File: src/rtl/hazard_scoreboard.sv
// rtl/hazard_scoreboard.sv - decode freeze generator tracking EXE/MEM destination writes
module hazard_scoreboard #(
   parameter int REG_ADDR_W  = 4,
   parameter int FORWARDING  = 0,
   parameter int STALL_CNT_W = 16
) (
   input  logic                   clk,
   input  logic                   rst,
   input  logic                   id_valid,
   input  logic [REG_ADDR_W-1:0]  id_src1,
   input  logic [REG_ADDR_W-1:0]  id_src2,
   input  logic                   id_uses_src1,
   input  logic                   id_uses_src2,
   input  logic [REG_ADDR_W-1:0]  id_dst,
   input  logic                   id_wb_en,
   input  logic                   id_mem_read,
   input  logic                   branch_taken,
   output logic                   freeze,
   output logic [1:0]             hazard_cause,
   output logic [REG_ADDR_W-1:0]  exe_dst,
   output logic [REG_ADDR_W-1:0]  mem_dst,
   output logic                   exe_wb_en,
   output logic                   mem_wb_en,
   output logic                   exe_mem_read,
   output logic [STALL_CNT_W-1:0] stall_count
);

   // The all-ones address is the PC, which decode substitutes itself, so it never conflicts.
   localparam logic [REG_ADDR_W-1:0] PC_REG = '1;

   logic [REG_ADDR_W-1:0]  exe_dst_q, exe_dst_d;
   logic                   exe_wb_en_q, exe_wb_en_d;
   logic                   exe_mem_read_q, exe_mem_read_d;
   logic [REG_ADDR_W-1:0]  mem_dst_q, mem_dst_d;
   logic                   mem_wb_en_q, mem_wb_en_d;
   logic [STALL_CNT_W-1:0] stall_count_q, stall_count_d;

   logic src1_exe, src2_exe, src1_mem, src2_mem;
   logic hazard;

   always_comb begin
      src1_exe = id_uses_src1 & exe_wb_en_q & (exe_dst_q == id_src1) & (id_src1 != PC_REG);
      src2_exe = id_uses_src2 & exe_wb_en_q & (exe_dst_q == id_src2) & (id_src2 != PC_REG);
      src1_mem = id_uses_src1 & mem_wb_en_q & (mem_dst_q == id_src1) & (id_src1 != PC_REG);
      src2_mem = id_uses_src2 & mem_wb_en_q & (mem_dst_q == id_src2) & (id_src2 != PC_REG);

      hazard_cause = {src1_mem | src2_mem, src1_exe | src2_exe};

      // With forwarding, only a load still in EXE cannot be bypassed in time.
      if (FORWARDING != 0) begin
         hazard = hazard_cause[0] & exe_mem_read_q;
      end else begin
         hazard = hazard_cause[0] | hazard_cause[1];
      end

      freeze = hazard & id_valid & ~branch_taken;
   end

   always_comb begin
      mem_dst_d      = exe_dst_q;
      mem_wb_en_d    = exe_wb_en_q;
      exe_dst_d      = '0;
      exe_wb_en_d    = 1'b0;
      exe_mem_read_d = 1'b0;
      if (!(freeze || branch_taken || !id_valid)) begin
         exe_dst_d      = id_dst;
         exe_wb_en_d    = id_wb_en;
         exe_mem_read_d = id_mem_read;
      end

      stall_count_d = stall_count_q;
      if (freeze && (stall_count_q != '1)) begin
         stall_count_d = stall_count_q + 1'b1;
      end
   end

   always_ff @(posedge clk or negedge rst) begin
      if (!rst) begin
         exe_dst_q      <= '0;
         exe_wb_en_q    <= 1'b0;
         exe_mem_read_q <= 1'b0;
         mem_dst_q      <= '0;
         mem_wb_en_q    <= 1'b0;
         stall_count_q  <= '0;
      end else begin
         exe_dst_q      <= exe_dst_d;
         exe_wb_en_q    <= exe_wb_en_d;
         exe_mem_read_q <= exe_mem_read_d;
         mem_dst_q      <= mem_dst_d;
         mem_wb_en_q    <= mem_wb_en_d;
         stall_count_q  <= stall_count_d;
      end
   end

   assign exe_dst      = exe_dst_q;
   assign exe_wb_en    = exe_wb_en_q;
   assign exe_mem_read = exe_mem_read_q;
   assign mem_dst      = mem_dst_q;
   assign mem_wb_en    = mem_wb_en_q;
   assign stall_count  = stall_count_q;

endmodule

File: config.mk
export PLATFORM = sky130hd
export DESIGN_NAME = hazard_scoreboard
export DESIGN_NICKNAME = d
export VERILOG_FILES = /design/src/rtl/hazard_scoreboard.sv
export SDC_FILE = /design/constraint.sdc
export NUM_CORES = 1
export LEC_CHECK = 0
export ABC_AREA = 1
export CAP_MARGIN = 5
export CORE_MARGIN = 5
export CORE_UTILIZATION = 42
export DETAILED_ROUTE_END_ITERATION = 10
export PLACE_DENSITY = 0.74
export SLEW_MARGIN = 40
export SYNTH_ARGS = -nofsm -noshare
export SYNTH_HDL_FRONTEND = slang
export SYNTH_SLANG_ARGS = --single-unit
File: constraint.sdc
create_clock -name clk -period 1.5 [get_ports clk]
set_input_delay 0.3 -clock clk [delete_from_list [all_inputs] [get_ports clk]]
set_output_delay 0.3 -clock clk [all_outputs]
set_load 0.05 [all_outputs]
==> out/metrics.yaml, run 1 <==
status: "finished, violations left"
violations: "negative setup slack"
leakagePower_nw: 1.56
clk_latency_ns: 0.27
maxSlewHeadroom_pct: 75.7
period_share_pct: 128
area_delta_synth_final_pct: 77.9
synthCells: 257
avgRoutedWirePerCell_um: 13.4
preCtsSetupSlack_ns: -0.637
io_pins: 50
grt_pass1_wl_mm: 9.29
drive_gt1_share_pct: 50.1
yosysWarnings: 0
first_pass_iters: 4
total_power_mw: 1.61
ys_seq_area_share_pct: 36.8
powerDensity_nw_per_um2: 493
cts.sinks: 27
hpwl_mm: 4.02
hold-worst-slack_ns: 0.414
reg2regPathDepth: 14
synthArstFlopShare_pct: 100
die_h_um: 76.2
place_congestion: 0.909
yosysUniqueCellTypes: 25
final_antenna_net_count: 0
h-tree-depth: 1
cts_made_buffers: 3
grt.overflow.total: 0
yosys_register_bits: 27
worstSetupEndpointType: "primary output"
yosys.area.top_type: "dfrtp_1"
synth_top_area_share_pct: 36.8
synth_area_um2: 1840
skew_ns: 0.00637
fp-row-count: 24
worst_slew_pin_slew_ns: 0.365
fin_ws_ns: -0.419
hold_viol_final: 0
final.setup.tns_ns: -4.82
grt_max_degree: 28
path_class: "reg -> out"
syn-num-nets: 278
initial_utilization_pct: 42.8
nets: 375
drt-total-wl_mm: 5.42
post-route-util_pct: 76.1
synth_area_per_cell_um2: 7.15
drtIter0Drc: 81
vias: 1963
fmax_mhz: 521
cp.arrival_ns: 1.62
synth-edff-count: 0
drc: 0
grt_pass1_vias: 1975
maxCapViolations: 0
track_usage_pct: 19.1
cts_tree: "yes"
clkTransAtPathRegs_ns: 0.09
numPortBuffers: 49
root_buffer: "clkbuf_8"
irDropWorstVdd_mv: 0.370
report.final.slew_viol_count: 0
setup.worst_path.start_class: "flop"
startpoint: "mem_dst[0]$_DFF_PN0_"
via_per_inst: 4.85
setup_viol: 19
r2r_start: "mem_dst[0]$_DFF_PN0_"
die_area_um2: 5800
fin_crit_ns: 1.92
hp-class: "in -> async"
die_w_um: 76.2
cp_data_required_time_ns: 1.20
n_antenna_cell: 0
ys_top_cells_by_area: "dfrtp_1 (37%), nand2_1 (17%), nor2_1 (6.9%)"
rsz0062_at_grt: "yes"
ys.flop_type: "dfrtp_1"
critPathMaxFanout: 4
grt_antenna_before_repair: 0
core-area_um2: 4290
clockBufferDepth: 2
-- per-stage QoR --
stage / instance area (um^2) / cells
floorplan: 1970 / 257
global placement: 3090 / 393
detailed placement: 3090 / 393
CTS: 3200 / 402
global route: 3270 / 405
finish: 3270 / 405
-- flip-flops by register name, indices dropped and copies added, names as in the netlist --
| signal | count |
|---|---|
| stall_count | 16 |
| mem_wb_en | 1 |
| exe_wb_en | 1 |
| exe_mem_read | 1 |
| mem_dst | 4 |
| exe_dst | 4 |
-- per-layer routing --
layer	track usage, %	wire [um]
met1	24.0	2270
met2	32.5	2810
met4	5.59	66
met5	0	0
met3	4.26	279
-- report_power, final --
part	switching, mW	total (mW)	internal, mW	leakage (nW)
logic	0.227	0.425	0.198	1.20
registers	0.0237	0.776	0.752	0.331
clock network	0.220	0.410	0.190	0.0228
-- final cells by class --
class	instances	area (um^2)
sequential	27	709
inverter	32	128
tap	52	65.1
fill	304	1020
clock buffer	4	45.0
timing repair buffer	96	1180
multi-input combinational	194	1140
-- cells in the mapped netlist, types with 3 or more instances --
cell,number
dfrtp_1,27
inv_1,24
inv_2,6
nand2_1,85
nand2_2,20
nand3_1,8
nand3_2,3
nand4_1,16
nor2_1,34
nor2_2,8
xnor2_1,8
xor2_1,5
-- final timing paths --
kind | end | slack [ns]
setup / recovery | freeze | -0.42
hold / removal | stall_count[0]$_DFFE_PN0P_ | 0.41
setup reg to reg | stall_count[5]$_DFFE_PN0P_ | -0.25
hold reg to reg | mem_wb_en$_DFF_PN0_ | 0.54
max in group asynchronous | stall_count[0]$_DFFE_PN0P_ | 0.79
min in group clk | exe_mem_read$_DFF_PN0_ | 0.54
-- what timing repair did --
item,4_1_cts,5_1_grt
gates resized for setup,18,20
setup endpoints to repair,25,24
hold buffers,0,0
pin swaps,17,15
gates cloned,2,0
setup buffers,3,4
-- placed cells by master (no fill, tap or decap), drive strengths merged, types with 5 or more instances in the layout --
| master | Yosys | layout |
|---|---|---|
| nand4 | 17 | 17 |
| xnor2 | 8 | 8 |
| nand3 | 12 | 12 |
| buf | 3 | 77 |
| inv | 32 | 32 |
| nor2 | 42 | 42 |
| clkdlybuf4s50 | 0 | 9 |
| xor2 | 5 | 5 |
| dfrtp | 27 | 27 |
| dlygate4sd2 | 0 | 10 |
| nand2 | 107 | 107 |
-- cells by family (layout without fill, tap and decap cells) --
kind of cell | count (synthesis) | in the layout | synth area share, %
adder cells (fa/ha/maj) | 1 | 1 | 0.681
flip-flops | 27 | 27 | 36.8
AND/OR/NAND/NOR | 179 | 179 | 47.2
XOR/XNOR | 13 | 13 | 6.19
buffers and inverters | 36 | 132 | 8.92
AO/OA/AOI/OAI | 1 | 1 | 0.272
-- critical path, cell delays in order, from the launching register on --
cell and delay [ns]:
dfrtp_2 0.42, inv_2 0.05, nand2_1 0.07, nand2_2 0.06, nor2_2 0.10, nand3_2 0.13
nand2_8 0.11, inv_6 0.04, nand2_8 0.05, nand2_4 0.05, nor2_4 0.12, buf_12 0.14
(Power assumes the default switching activity.)
==> inputs of run 2 (changes only) <==
--- a/config.mk
+++ b/config.mk
@@ -10,7 +10,7 @@
 export CORE_MARGIN = 5
 export CORE_UTILIZATION = 42
 export DETAILED_ROUTE_END_ITERATION = 10
-export PLACE_DENSITY = 0.74
+export PLACE_DENSITY = 0.71
 export SLEW_MARGIN = 40
 export SYNTH_ARGS = -nofsm -noshare
 export SYNTH_HDL_FRONTEND = slang
==> constraint.sdc (replaced) <==
create_clock -name clk -period 2.04 [get_ports clk]
set_input_delay 0.408 -clock clk [delete_from_list [all_inputs] [get_ports clk]]
set_output_delay 0.408 -clock clk [all_outputs]
set_load 0.005 [all_outputs]
==> run 2 against run 1 <==
Net effect:
- the flow now finishes without violations
- final area is 24% lower
- sequential cell count is the same
- global-route usage down 3.7 points
- critical path depth down 1
- first-iteration DRC count is 37% lower
- combinational power is 60% lower
- power down 35%
- worst hold slack better by 0.027 ns
- worst setup slack gained 0.54 ns
- via count down 9.2%
- critical path type unchanged
- critical endpoint unchanged
==> out/metrics.yaml, run 2 (synthesis gave the netlist of run 1 again) <==
largest_reg_flops: 16  # unchanged
met3_usage_pct: 3.07  # -1.2 points
grt.overflow.total: 0  # unchanged
setup_viol: 0  # -19
hold_viol_final: 0  # unchanged
crit_family: "simple AND/OR/NAND/NOR gates"
nets: 336  # -10%
cts.sinks: 27  # unchanged
status: "finished, final reports clean"
drc: 0  # unchanged
drive_gt1_share_pct: 20.1  # -30 points
cpPeakStageDelay_ns: 0.43  # about the same
grt_antenna_before_repair: 0  # unchanged
io_pins: 50  # unchanged
numPortBuffers: 49  # unchanged
worst_slew_pin_slew_ns: 0.353  # -0.0124 ns
hp-class: "reg -> reg"
hold_path_end: "mem_wb_en$_DFF_PN0_"
vias: 1782  # -9.2%
preCtsSetupSlack_ns: -0.551  # +0.0863 ns
cts_made_buffers: 3  # unchanged
path_class: "reg -> out"
r2r_start: "stall_count[0]$_DFFE_PN0P_"
avgRoutedWirePerCell_um: 12.1  # -9.6%
hpwl_mm: 3.50  # -13%
grt_max_degree: 28  # unchanged
period_share_pct: 94.3
final_common_cell: "nand2_1"
clockBufferDepth: 2  # unchanged
maxCapViolations: 0  # unchanged
r2r-end: "stall_count[6]$_DFFE_PN0P_"
clk_latency_ns: 0.28  # about the same
reg2reg_setup_slack_ns: 0.23  # +0.48 ns
multiInputGateArea_um2: 1020  # -11%
holdCritStartpoint: "exe_wb_en$_DFF_PN0_"
rsz0062_at_grt: "yes"
final_cell_mix: "nand2_1 (84), clkdlybuf4s50_1 (36), nor2_1 (30), dfrtp_1 (27), inv_1 (22)"
die_area_um2: 5800  # unchanged
n_antenna_cell: 0  # unchanged
drt-total-wl_mm: 4.43  # -18%
clkTransAtPathRegs_ns: 0.10  # about the same
grt_use_met2_pct: 26.7  # -5.8 points
core-area_um2: 4290  # unchanged
skew_ns: 0.00842  # +0.00205 ns
root_buffer: "clkbuf_8"
regArea_um2: 676  # -4.8%
irDropWorstVdd_mv: 0.232  # -37%
fill_cells: 421  # +38%
drtIter0Drc: 51  # -37%
maxSlewHeadroom_pct: 76.5  # +0.82 points
track_usage_pct: 15.4  # -3.7 points
final_antenna_net_count: 0  # unchanged
powerDensity_nw_per_um2: 425  # -14%
fin_ws_ns: 0.117  # +0.536 ns
fin_crit_ns: 1.92
worstSetupEndpointType: "primary output"
report.final.slew_viol_count: 0  # unchanged
hold_depth: 0
crit_chain: "inv_1 > o21ai_1 > nor2_1 > nand3_2 > nand2_4 > inv_6 > nand2_8 > nand2_4 > nor2_2 > buf_2"
die_h_um: 76.2  # unchanged
dp.cells: 361  # -8.1%
path_common_cell: "nand2_4"
fmax_mhz: 520
setup.worst_path.start_class: "flop"
met1_usage_pct: 19.4  # -4.5 points
grt-busiest-layer: "met2"
fp-row-count: 24  # unchanged
grt_pass1_vias: 1714  # -13%
area_delta_synth_final_pct: 34.5
critPathMaxFanout: 4  # unchanged
leakagePower_nw: 1.24  # -20%
cp.arrival_ns: 1.51  # -0.11 ns
reg2regPathDepth: 7  # -7
path_buf_inv: 3  # unchanged
h-tree-depth: 1  # unchanged
place_congestion: 0.835  # -8.1%
finalNonFillerCells: 366  # -9.6%
initial_utilization_pct: 42.8  # unchanged
cp_data_required_time_ns: 1.63  # +0.43 ns
final.setup.tns_ns: 0  # +4.82 ns
grt_pass1_wl_mm: 7.58  # -18%
crit_slowest_cell: "dfrtp_1"
first_pass_iters: 4  # unchanged
via_per_inst: 4.87  # +0.45%
cts_tree: "yes"
die_w_um: 76.2  # unchanged
total_power_mw: 1.05  # -35%
## run 2: changes by cell type in the layout (fill, tap and decap cells not counted), sizes merged
cell,before,now
dlygate4sd2,10,9
clkdlybuf4s15,0,1
buf,77,9
clkbuf,4,3
dlymetal6s2s,0,2
clkdlybuf4s50,9,36
clkinvlp,0,1
## run 2: report_power, final
group	internal, mW	leakage [nW]	switching (mW)	total (mW)
sequential	0.549	0.371	0.0173	0.566
clock	0.139	0.0217	0.173	0.312
combinational	0.0849	0.849	0.0871	0.172
## run 2: how the worst max path moves through the flow
stage	start	end	slack, ns	cells past startpoint
final	mem_dst[2]$_DFF_PN0_	freeze	0.12	10
after CTS	id_uses_src1	freeze	-0.18	12
after floorplan	exe_dst[0]$_DFF_PN0_	freeze	0.39	11
after detailed placement	id_src1[0]	freeze	-0.55	12
after global placement	id_src1[0]	freeze	-0.57	12
after global routing	exe_dst[0]$_DFF_PN0_	freeze	-0.03	11
## run 2: area by class of cell
class,count,share of cell area (%)
inverters,32,5.16
well taps,52,2.63
repair buffers,57,21.8
clock inverters,1,0.304
multi-input cells,194,41.1
flip-flops and latches,27,27.3
clock buffers,3,1.67
## run 2: metrics by stage
step / area (um^2) / utilization, % / hold WS [ns]
global placement: 2410 / 56.1 / 0.415
global route: 2470 / 57.6 / 0.461
finish: 2470 / 57.6 / 0.441
CTS: 2450 / 57.0 / 0.443
floorplan: 1840 / - / 0.112
detailed placement: 2410 / 56.1 / 0.419
## run 2: what timing repair did
item / 4_1_cts / 5_1_grt
hold buffers: 0 / 0
pin swaps: 1 / 11
setup endpoints to repair: 15 / 18
gates cloned: 0 / 0
gates resized for setup: 13 / 13
buffers inserted: 0 / 1
## run 2: metal layers
layer  vias up  share of wire (%)  wire, um
li1        905                  -         -
met1       822                 46      2050
met2        50                 48      2120
met3         5                4.7       210
met4         0               0.99        44
met5         -                  0         0
## run 2: worst register-to-register path, stage by stage, from the launching register on
cell and delay [ns]:
dfrtp_1 0.46, ha_1 0.22, nand3_1 0.16, inv_1 0.17, nand4_4 0.27, nand3_4 0.30
nand2_1 0.10, nand2_1 0.07
